--- config.mk ---
export PLATFORM = sky130hd
export DESIGN_NAME = rs_sbox_key_gen_flat
export DESIGN_NICKNAME = d
export VERILOG_FILES = /design/src/rtl/rs_sbox_key_gen_if.sv /design/src/rtl/rs_sbox_key_gen.sv /design/src/flat_wrapper.sv
export SDC_FILE = /design/constraint.sdc
export NUM_CORES = 1
export LEC_CHECK = 0
export ABC_AREA = 0
export BUFFER_PORTS_ARGS = -buffer_cell sky130_fd_sc_hd__buf_2
export CAP_MARGIN = 20
export CELL_PAD_IN_SITES_DETAIL_PLACEMENT = 1
export CELL_PAD_IN_SITES_GLOBAL_PLACEMENT = 1
export CORE_MARGIN = 1.5
export CORE_UTILIZATION = 40
export CTS_CLUSTER_SIZE = 14
export DETAILED_ROUTE_END_ITERATION = 8
export GPL_ROUTABILITY_DRIVEN = 0
export HOLD_SLACK_MARGIN = 0.08
export PLACE_DENSITY_LB_ADDON = 0.1
export SLEW_MARGIN = 30
export SYNTH_ARGS = -nofsm -noshare
export SYNTH_HDL_FRONTEND = slang
export SYNTH_SLANG_ARGS = --single-unit
--- constraint.sdc ---
create_clock -name clk -period 4.1 [get_ports clk]
set_input_delay 1.025 -clock clk [delete_from_list [all_inputs] [get_ports clk]]
set_output_delay 1.025 -clock clk [all_outputs]
set_load 0.02 [all_outputs]
--- src/rtl/rs_sbox_key_gen_if.sv ---
// Key-load / S-vector handshake bundle for rs_sbox_key_gen.
// master = key producer and S-vector consumer, slave = the generator.
interface rs_sbox_key_gen_if #(
   parameter int MAX_KEY_BITS = 256
);
   logic [MAX_KEY_BITS-1:0]   key_in;
   logic [1:0]                key_len;
   logic                      in_valid;
   logic                      in_ready;
   logic [MAX_KEY_BITS/2-1:0] s_out;
   logic                      out_valid;
   logic                      out_ready;
   logic                      out_err;

   modport master (
      output key_in, key_len, in_valid, out_ready,
      input  in_ready, s_out, out_valid, out_err
   );

   modport slave (
      input  key_in, key_len, in_valid, out_ready,
      output in_ready, s_out, out_valid, out_err
   );
endinterface

--- src/rtl/rs_sbox_key_gen.sv ---
// Iterative Twofish RS S-vector generator (IDLE/RUN/HOLD, valid/ready both sides).
// Define RS_PARALLEL_CHUNK_EN to process a full 8-byte chunk per cycle instead of one byte.
module rs_sbox_key_gen #(
   parameter int          MAX_KEY_BITS = 256,
   parameter logic [8:0]  GF_POLY      = 9'h14D
) (
   input  logic                clk,
   input  logic                rst_n,
   rs_sbox_key_gen_if.slave    bus
);
   localparam int KB    = MAX_KEY_BITS;
   localparam int SW    = MAX_KEY_BITS / 2;
   localparam int MAX_K = MAX_KEY_BITS / 64;
`ifdef RS_PARALLEL_CHUNK_EN
   localparam int CNT_W = 2;
   localparam int SHIFT = 64;
`else
   localparam int CNT_W = 5;
   localparam int SHIFT = 8;
`endif

   typedef enum logic [1:0] {IDLE, RUN, HOLD} state_t;

   state_t             r_state;
   logic [KB-1:0]      r_keyShift;
   logic [1:0]         r_kLast;
   logic [CNT_W-1:0]   r_cnt;
   logic [SW-1:0]      r_sVec;
   logic               r_err;
   logic               r_inReady;
   logic               r_outValid;
`ifndef RS_PARALLEL_CHUNK_EN
   logic [31:0]        r_acc;
`endif

   logic [1:0]         w_kLast;
   logic               w_lenErr;
   logic [31:0]        w_word;
   logic [1:0]         w_wordIdx;
   logic               w_colLast;
   logic               w_lastStep;

   function automatic logic [7:0] gfMul(input logic [7:0] a, input logic [7:0] b);
      logic [7:0] p;
      logic [7:0] x;
      p = '0;
      x = a;
      for (int i = 0; i < 8; i++) begin
         if (b[i]) p = p ^ x;
         x = x[7] ? ({x[6:0], 1'b0} ^ GF_POLY[7:0]) : {x[6:0], 1'b0};
      end
      return p;
   endfunction

   function automatic logic [7:0] rsCoef(input logic [1:0] r, input logic [2:0] c);
      logic [63:0] row;
      case (r)
         2'd0:    row = 64'h01A4_5587_5A58_DB9E;
         2'd1:    row = 64'hA456_82F3_1EC6_68E5;
         2'd2:    row = 64'h02A1_FCC1_47AE_3D19;
         default: row = 64'hA455_875A_58DB_9E03;
      endcase
      row = row << {c, 3'b000};
      return row[63:56];
   endfunction

   // Oversized or reserved lengths fall back to the widest key we support.
   always_comb begin
      w_lenErr = 1'b0;
      w_kLast  = 2'(MAX_K - 1);
      if (bus.key_len == 2'd3 || (int'(bus.key_len) + 2) > MAX_K)
         w_lenErr = 1'b1;
      else
         w_kLast = bus.key_len + 2'd1;
   end

`ifdef RS_PARALLEL_CHUNK_EN
   always_comb begin
      w_word = '0;
      for (int r = 0; r < 4; r++)
         for (int c = 0; c < 8; c++)
            w_word[8*r +: 8] = w_word[8*r +: 8] ^
                               gfMul(rsCoef(2'(r), 3'(c)), r_keyShift[KB-1-8*c -: 8]);
      w_wordIdx  = r_kLast - r_cnt;
      w_colLast  = 1'b1;
      w_lastStep = (r_cnt == r_kLast);
   end
`else
   always_comb begin
      w_word = '0;
      for (int r = 0; r < 4; r++)
         w_word[8*r +: 8] = r_acc[8*r +: 8] ^
                            gfMul(rsCoef(2'(r), r_cnt[2:0]), r_keyShift[KB-1 -: 8]);
      w_wordIdx  = r_kLast - r_cnt[4:3];
      w_colLast  = (r_cnt[2:0] == 3'd7);
      w_lastStep = (r_cnt == {r_kLast, 3'b111});
   end
`endif

   always_ff @(posedge clk) begin
      if (!rst_n) begin
         r_state    <= IDLE;
         r_keyShift <= '0;
         r_kLast    <= '0;
         r_cnt      <= '0;
         r_sVec     <= '0;
         r_err      <= 1'b0;
         r_inReady  <= 1'b1;
         r_outValid <= 1'b0;
`ifndef RS_PARALLEL_CHUNK_EN
         r_acc      <= '0;
`endif
      end else begin
         case (r_state)
            IDLE: begin
               if (bus.in_valid && r_inReady) begin
                  r_keyShift <= bus.key_in;
                  r_kLast    <= w_kLast;
                  r_err      <= w_lenErr;
                  r_cnt      <= '0;
                  r_sVec     <= '0;
                  r_inReady  <= 1'b0;
                  r_state    <= RUN;
`ifndef RS_PARALLEL_CHUNK_EN
                  r_acc      <= '0;
`endif
               end
            end
            RUN: begin
               r_keyShift <= r_keyShift << SHIFT;
               r_cnt      <= r_cnt + 1'b1;
`ifndef RS_PARALLEL_CHUNK_EN
               r_acc      <= w_colLast ? 32'h0 : w_word;
`endif
               // Chunk j lands in word k-1-j, so the first key bytes end up highest.
               if (w_colLast) begin
                  for (int w = 0; w < MAX_K; w++)
                     if (w_wordIdx == 2'(w)) r_sVec[32*w +: 32] <= w_word;
               end
               if (w_lastStep) begin
                  r_state    <= HOLD;
                  r_outValid <= 1'b1;
               end
            end
            HOLD: begin
               if (bus.out_ready) begin
                  r_state    <= IDLE;
                  r_outValid <= 1'b0;
                  r_inReady  <= 1'b1;
               end
            end
            default: begin
               r_state    <= IDLE;
               r_outValid <= 1'b0;
               r_inReady  <= 1'b1;
            end
         endcase
      end
   end

   assign bus.in_ready  = r_inReady;
   assign bus.out_valid = r_outValid;
   assign bus.s_out     = r_sVec;
   assign bus.out_err   = r_err & r_outValid;

endmodule

--- src/flat_wrapper.sv ---
// flat-port wrapper written by rule: the top's interface ports become plain ports
module rs_sbox_key_gen_flat 
#(
   parameter int          MAX_KEY_BITS = 256,
   parameter logic [8:0]  GF_POLY      = 9'h14D
)
  (clk, rst_n, bus_key_in, bus_key_len, bus_in_valid, bus_out_ready, bus_in_ready, bus_s_out, bus_out_valid, bus_out_err);
  rs_sbox_key_gen_if #(.MAX_KEY_BITS(MAX_KEY_BITS)) bus_i ();
  input  logic clk;
  input  logic rst_n;
  input wire logic [$bits(bus_i.key_in)-1:0] bus_key_in;
  input wire logic [$bits(bus_i.key_len)-1:0] bus_key_len;
  input wire logic [$bits(bus_i.in_valid)-1:0] bus_in_valid;
  input wire logic [$bits(bus_i.out_ready)-1:0] bus_out_ready;
  output wire logic [$bits(bus_i.in_ready)-1:0] bus_in_ready;
  output wire logic [$bits(bus_i.s_out)-1:0] bus_s_out;
  output wire logic [$bits(bus_i.out_valid)-1:0] bus_out_valid;
  output wire logic [$bits(bus_i.out_err)-1:0] bus_out_err;
  assign bus_i.key_in = bus_key_in;
  assign bus_i.key_len = bus_key_len;
  assign bus_i.in_valid = bus_in_valid;
  assign bus_i.out_ready = bus_out_ready;
  assign bus_in_ready = bus_i.in_ready;
  assign bus_s_out = bus_i.s_out;
  assign bus_out_valid = bus_i.out_valid;
  assign bus_out_err = bus_i.out_err;
  rs_sbox_key_gen #(.MAX_KEY_BITS(MAX_KEY_BITS), .GF_POLY(GF_POLY)) u_core (.clk(clk), .rst_n(rst_n), .bus(bus_i));
endmodule
Word-level counts from Yosys, hierarchy flattened --
Cells that the tools add are included.
Storage, ports and cells: bits in registers 428, logic and storage cells 200
Operators by class: $add $sub $neg 4, $lt $le $gt $ge 1, equal/unequal tests 16, shift-type cells 4, multiplexer cells 86, bitwise logic cells 63, reduce and logical (&&, ||, !) cells 14
Operators with widths (count):
- $pmux 256 s2 | 1
- $mux 128 | 2
- $mux 256 | 1
- $mux 8 | 32
- $pmux 128 s2 | 1
- $xor 8x8->8 | 32
- $mux 7 | 28
- $mux 32 | 6
- $shl 64x6->64 const A | 2
- $not 4->4 | 28
- $pmux 32 s2 | 1
- $shl 57x6->64 const A | 1
- $shl 58x6->64 const A | 1
- $gt 32x4->1 const B | 1
- $reduce_and 4->1 | 4
- $ne 2x1->1 const B | 7
- $pmux 5 s2 | 1
- $reduce_and 3->1 | 3
- $eq 2x2->1 const B | 4
- $mux 2 | 4
- $pmux 1 s3 | 2
- $pmux 2 s3 | 1
- $add 5x1->5 const B | 1
- $eq 5x5->1 | 1
- other kinds (15) | 23

Depth between registers and ports, before layout --
word-level depth 21, depth in mapped cells 14, gate-level depth less buffers 10

Least setup slack after synthesis --
No wires, ideal clock.
path type register to register, from register u_core.r_cnt[0], to register u_core.r_sVec[30], in the netlist u_core.bus.s_out[30], data arrival time 3.245 ns, slack 0.767 ns, cell stages (with the launch flop) 15, buffers on the path 4, clock period less this slack 3.333 ns, cells stage by stage dfxtp_1 > buf_6 > buf_2 > inv_2 > ha_1 > buf_6 > xnor2_2 > mux2i_1 > o22ai_1 > a221oi_2 > o22ai_1 > or3_1 > and3_1 > clkbuf_2 > o31ai_1
Between the ends: word-level cells in the longest chain between the ends 21
Ends and longest elaborated chain:
- from (decl) | RTL line rs_sbox_key_gen.sv:27 | logic [CNT_W-1:0] r_cnt;
- from (signal assigned) | RTL line rs_sbox_key_gen.sv:131 | r_cnt <= r_cnt + 1'b1;
- $shl 64x6->64 | RTL line rs_sbox_key_gen.sv:63 | row = row << {c, 3'b000};
- $not 4->4 (no source line)
- $mux 7 | RTL line rs_sbox_key_gen.sv:50 | x = x[7] ? ({x[6:0], 1'b0} ^ GF_POLY[7:0]) : {x[6:0], 1'b0};
- $xor 8x8->8 | RTL line rs_sbox_key_gen.sv:49 | if (b[i]) p = p ^ x;
- $mux 8 | RTL line rs_sbox_key_gen.sv:49
- $xor 8x8->8 | RTL line rs_sbox_key_gen.sv:49
- $mux 8 | RTL line rs_sbox_key_gen.sv:49
- $xor 8x8->8 | RTL line rs_sbox_key_gen.sv:49
- (+5 left out)
- $xor 8x8->8 | RTL line rs_sbox_key_gen.sv:49
- $mux 8 | RTL line rs_sbox_key_gen.sv:49
- $xor 8x8->8 | RTL line rs_sbox_key_gen.sv:49
- $mux 8 | RTL line rs_sbox_key_gen.sv:49
- $xor 8x8->8 | RTL line rs_sbox_key_gen.sv:92 | w_word[8*r +: 8] = r_acc[8*r +: 8] ^
- $mux 32 | RTL line rs_sbox_key_gen.sv:138 | if (w_wordIdx == 2'(w)) r_sVec[32*w +: 32] <= w_word;
- $mux 128 | RTL line rs_sbox_key_gen.sv:136 | if (w_colLast) begin
- $pmux 128 s2 | RTL line rs_sbox_key_gen.sv:114 | case (r_state)
- to (signal, indexed assignment) | RTL line rs_sbox_key_gen.sv:138
- to (decl) | RTL line rs_sbox_key_gen.sv:28 | logic [SW-1:0] r_sVec;
Several ways; a longest one is shown, not always the timed one. The select of a mux whose other input is x is not followed. A chain may end at the register's enable or synchronous reset.

Worst setup path after layout --
from register u_core.r_cnt[1], to register u_core.r_sVec[31], in the netlist u_core.bus.s_out[31]
Between the ends: word-level cells in the longest chain between the ends 20
Ends and longest elaborated chain (RTL line):
- $shl 64x6->64 | rs_sbox_key_gen.sv:63
- $mux 8 | rs_sbox_key_gen.sv:49
- $xor 8x8->8 | rs_sbox_key_gen.sv:49
- $mux 8 | rs_sbox_key_gen.sv:49
- $xor 8x8->8 | rs_sbox_key_gen.sv:49
- $mux 8 | rs_sbox_key_gen.sv:49
- $xor 8x8->8 | rs_sbox_key_gen.sv:49
- $mux 8 | rs_sbox_key_gen.sv:49
- (+4 left out)
- $xor 8x8->8 | rs_sbox_key_gen.sv:49
- $mux 8 | rs_sbox_key_gen.sv:49
- $xor 8x8->8 | rs_sbox_key_gen.sv:49
- $mux 8 | rs_sbox_key_gen.sv:49
- $xor 8x8->8 | rs_sbox_key_gen.sv:92
- $mux 32 | rs_sbox_key_gen.sv:138
- $mux 128 | rs_sbox_key_gen.sv:136
- $pmux 128 s2 | rs_sbox_key_gen.sv:114
Several ways; a longest one is shown, not always the timed one. The select of a mux whose other input is x is not followed.

==> impl_summary.md <==
Clocking
The number of sinks handled by clock tree synthesis is 428. The clock insertion delay at the later pin of the skew report is 0.60 ns. The deepest clock path buffer count is 3. CTS placed an instance of sky130_fd_sc_hd__clkbuf_16 at the clock tree root.

The H-tree was split into 2 levels. TritonCTS created 47 clock buffers. The number of hold buffers added after CTS is 0. Post-CTS timing repair inserted 0 buffers for setup. Post-CTS repair changed the size of 0 cells. After clock tree synthesis, the clock-pin slew on the worst setup and hold paths is 0.07 ns.

TritonCTS built the clock tree.

Routing
The topmost layer with routed signal wires is met5. Detailed routing inserted a total of 21027 vias. The final layout contains routed wiring with a total length of 83.0 mm. The ratio of routed vias to standard cells is 5.81.

For this block, the initial DRC count from the detailed router was 1710. The remaining design rule violation count is 0. In the final routed layout, each cell accounts on average for 23.0 µm. The detailed-routing iteration count for the pre-antenna-repair pass is 8. The detail route stage leaves a number of antenna-violating nets equal to 0.

After detailed routing, the wire length on met1 is 33.2 mm. Summed over all nets, wire length on met2 after detailed routing comes to 40.1 mm. Detailed routing placed a total of 5.92 mm of wire on met3.

Synthesis
Sorting the synthesized cells by how often they occur yields 428 x sky130_fd_sc_hd__dfxtp_1, 392 x sky130_fd_sc_hd__nand2_1, 308 x sky130_fd_sc_hd__nor2_1, 196 x sky130_fd_sc_hd__a21oi_1, 183 x sky130_fd_sc_hd__clkbuf_1. The flip-flop and latch count after synthesis is 428. The number of different library cells used by synthesis comes to 72.

By area the synthesized netlist is led by sky130_fd_sc_hd__dfxtp_1 41%, sky130_fd_sc_hd__xnor2_1 7.4%, sky130_fd_sc_hd__nand2_1 7.0%, sky130_fd_sc_hd__a22oi_1 5.7%, sky130_fd_sc_hd__nor2_1 5.5%. The post-synthesis adder-cell area fraction is 0.00538. The most common flop cell mapped by yosys is sky130_fd_sc_hd__dfxtp_1. The post-synthesis sequential area ratio is 0.409. By instance count, the leading cell after synthesis is sky130_fd_sc_hd__dfxtp_1.

The cell area that synthesis handed to floorplanning was 20900 µm². The simple logic cell fraction of the synthesized area is 0.166. During synthesis, Yosys emitted a total of 0 warnings.

The average cell area after synthesis is 8.06 µm². The top cell type's share of synthesized area is 0.409. The proportion of synthesized area in mux cells is 0.00591.

The synthesized design spends more area on one cell type than any other, namely sky130_fd_sc_hd__dfxtp_1. The number of nets in the synthesized netlist is 2870. Of all flip-flops after synthesis, the portion carrying an async set or reset was 0.

The synthesized design contains 0 enable-type register cells. The complex-gate fraction of the synthesized area is 0.260. The number of cells produced by synthesis is 2599.

The parity-gate share of the synthesized area counting xor and xnor cells is 0.104. The main combinational cell family by area after synthesis is compound AO/OA/AOI/OAI gates.

GRT
The via count of the first global-routing pass is 21547. After global routing the overflow that remains totals 0. The initial antenna violation count is 35. The first global-routing pass estimated 126 mm of wire. In the global route stage, overall resource usage came out at 0.299. The largest net degree at the start of global routing is 130.

Worst hold path
The worst min-delay path startpoint is u_core.bus.s_out[30]. The min-delay analysis places its worst path in the category reg -> reg.

STA
The number of pins with negative max-slew slack in the final report is 0. The smallest clock period supported by the final layout is computed as 3.63 ns. The count of final hold-check violations is 0. The share of the clock period used by the worst path after layout is 0.885. After routing, the total negative slack on setup checks comes to 0 ns. In this run the tightest slew margin relative to its limit is 0.290. The clock tree skew after final layout is 0.0252 ns. Based on the critical path, the design can be clocked at up to 276 MHz. Setup violations remaining at the end of the flow were counted as 0. At the pin with the least slew margin, the transition time is 1.06 ns. Setup repair after global routing left no endpoint under its margin.

Place
The estimated wirelength of the detail-placed design is 57.0 mm. The placed standard-cell area is 23500 µm². The number of buffer cells added on primary ports is 392.

Critical path
The stage delay of the slowest cell on the critical path is 0.69 ns. The number of cells on the worst reg-to-reg path is 10. The signal on the critical path passes through clkinv_1, ha_1, nor3b_1, nor2_1, xor2_1, and3_1, a31oi_1, o311ai_1, xnor3_1, a22o_1.

The worst setup slack for register-to-register paths is 0.47 ns. The kind of end point of the critical path is a flip-flop. The data required time of the worst path is 4.58 ns. The launch point of the critical path is u_core.r_cnt[1]. The arrival time reported for the critical path endpoint is 4.10 ns.

The terminus of the critical flop-to-flop path is u_core.bus.s_out[31]. The endpoint of the most critical setup path is u_core.bus.s_out[31]. The slowest stage of the critical path is the sky130_fd_sc_hd__xor2_1 cell. The reg-to-reg critical path startpoint is u_core.r_cnt[1]. The nature of the critical path startpoint is a flip-flop. The start-to-end type of the worst setup path is reg -> reg. Of all nets on the critical path, the largest fanout is 11.

Cells and area
The ratio of cells with drive above 1 in the final layout is 0.195. The post-layout instance area is 25200 µm². The final net count is 3146. The sequential cell area is 8570 µm².

The filler cell count in the final layout is 6287. Once layout is complete, the utilization of the core stands at 0.490. The area added between synthesis and finish is 20.5%.

Summing all multi-input logic gate instances after layout gives 11400 µm².

Die
The height of the die is 232 µm. The overall die area is 53700 µm². The die is 232 µm wide. The floorplan has 83 rows. For this configuration, the core starts out at a cell density of 0.407. The floorplan step defined a core boundary enclosing 51500 µm².

393 I/O pins were placed.

Power
The maximum ir drop on the vdd rail is 0.288 mV. After layout, the design draws a total of 11500 µW. The leakage power of the design is 0.00969 µW. The ratio of total power to cell area is 456 nW/µm².

Outcome
The flow ran to the end, and the final reports show no timing, DRC or antenna violations.

Flow run
Across the run, the number of max-cap violations was 0.
## cell families after synthesis
family	count (synthesis)
DFF	428
AOI/OAI and AO/OA	820
buffers and inverters	249
xor gates and xnor gates	238
and+or+nand+nor	844
muxes	11
adders and majority gates	9
## power by group
part | internal [µW] | switching, µW | total [µW]
Sequential | 4440 | 184 | 4620
Combinational | 819 | 1470 | 2290
Clock | 2760 | 1860 | 4610
## final cells by class
cell class / count / share of cell area
antenna: 23 / 0.00228
tap: 680 / 0.0337
inverter: 15 / 0.00243
sequential: 428 / 0.340
clock inverter: 19 / 0.0125
multi-input combinational: 1922 / 0.452
clock buffer: 68 / 0.0537
timing repair buffer: 461 / 0.104
## placed cells by master, fill, tap and decap left out, types with 8 or more instances in the layout
master | synthesis | routed
sky130_fd_sc_hd__clkbuf_1 | 183 | 12
sky130_fd_sc_hd__inv_1 | 10 | 10
sky130_fd_sc_hd__buf_4 | 6 | 58
sky130_fd_sc_hd__nand3_1 | 42 | 42
sky130_fd_sc_hd__nor2b_1 | 21 | 20
sky130_fd_sc_hd__dfxtp_1 | 428 | 424
sky130_fd_sc_hd__mux2i_1 | 9 | 9
sky130_fd_sc_hd__ha_1 | 9 | 9
sky130_fd_sc_hd__clkbuf_8 | 0 | 8
sky130_fd_sc_hd__buf_12 | 0 | 10
sky130_fd_sc_hd__nand2b_1 | 20 | 19
sky130_fd_sc_hd__nand2_1 | 392 | 390
sky130_fd_sc_hd__or2_2 | 8 | 8
sky130_fd_sc_hd__o211ai_1 | 10 | 10
sky130_fd_sc_hd__and2_1 | 12 | 9
sky130_fd_sc_hd__a22o_1 | 52 | 52
sky130_fd_sc_hd__diode_2 | 0 | 23
sky130_fd_sc_hd__o21ai_1 | 17 | 17
sky130_fd_sc_hd__a22oi_1 | 160 | 160
sky130_fd_sc_hd__a2bb2oi_1 | 17 | 17
sky130_fd_sc_hd__clkbuf_16 | 0 | 48
sky130_fd_sc_hd__xor2_1 | 51 | 51
sky130_fd_sc_hd__nor2_1 | 308 | 306
sky130_fd_sc_hd__o221ai_1 | 120 | 120
sky130_fd_sc_hd__o22ai_1 | 12 | 12
sky130_fd_sc_hd__xnor2_1 | 178 | 177
sky130_fd_sc_hd__a21oi_1 | 196 | 196
sky130_fd_sc_hd__o21ai_0 | 174 | 174
sky130_fd_sc_hd__nor3_1 | 17 | 17
sky130_fd_sc_hd__buf_2 | 21 | 391
## state kept, by name (all words and copies together) (netlist names)
name and count:
u_core.r_err 1, u_core.bus.out_valid 1, u_core.r_acc 32, u_core.r_state 2, u_core.r_cnt 5, u_core.bus.s_out 128
u_core.r_kLast 2, u_core.bus.in_ready 1, u_core.r_keyShift 256
## worst min path at each step
stage                             endpoint  slack (ns)  cells after the start
floorplan                  u_core.r_acc[6]        0.43                      2
global placement      u_core.bus.s_out[12]        0.43                      2
detailed placement    u_core.bus.s_out[71]        0.44                      2
CTS                 u_core.r_keyShift[247]        0.46                      2
global route        u_core.r_keyShift[213]        0.48                      2
finish                u_core.bus.s_out[30]        0.45                      2
## worst max-delay path: cells and delay by family (launching register included)
family | cells | cell delay (ns)
XOR/XNOR | 2 | 1.22
AND/OR/NAND/NOR | 3 | 0.71
AO/OA/AOI/OAI | 3 | 0.59
flip-flops | 1 | 0.40
adder cells (fa/ha/maj) | 1 | 0.37
buffers and inverters | 1 | 0.21
## metal layers
layer / vias up / global-route usage
met5: - / 0
met4: 26 / 0.138
met3: 208 / 0.0677
met2: 697 / 0.501
met1: 10367 / 0.363
li1: 9729 / -
## stage by stage
stage	worst slack [ns]	cells	hold slack, ns
2_1_floorplan	0.767	2599	0.427
3_3_place_gp	0.578	3506	0.429
3_5_place_dp	0.555	3506	0.442
4_1_cts	0.540	3593	0.455
5_1_grt	0.169	3609	0.477
6_report	0.472	3616	0.452
Power figures use the tool's default switching activity.
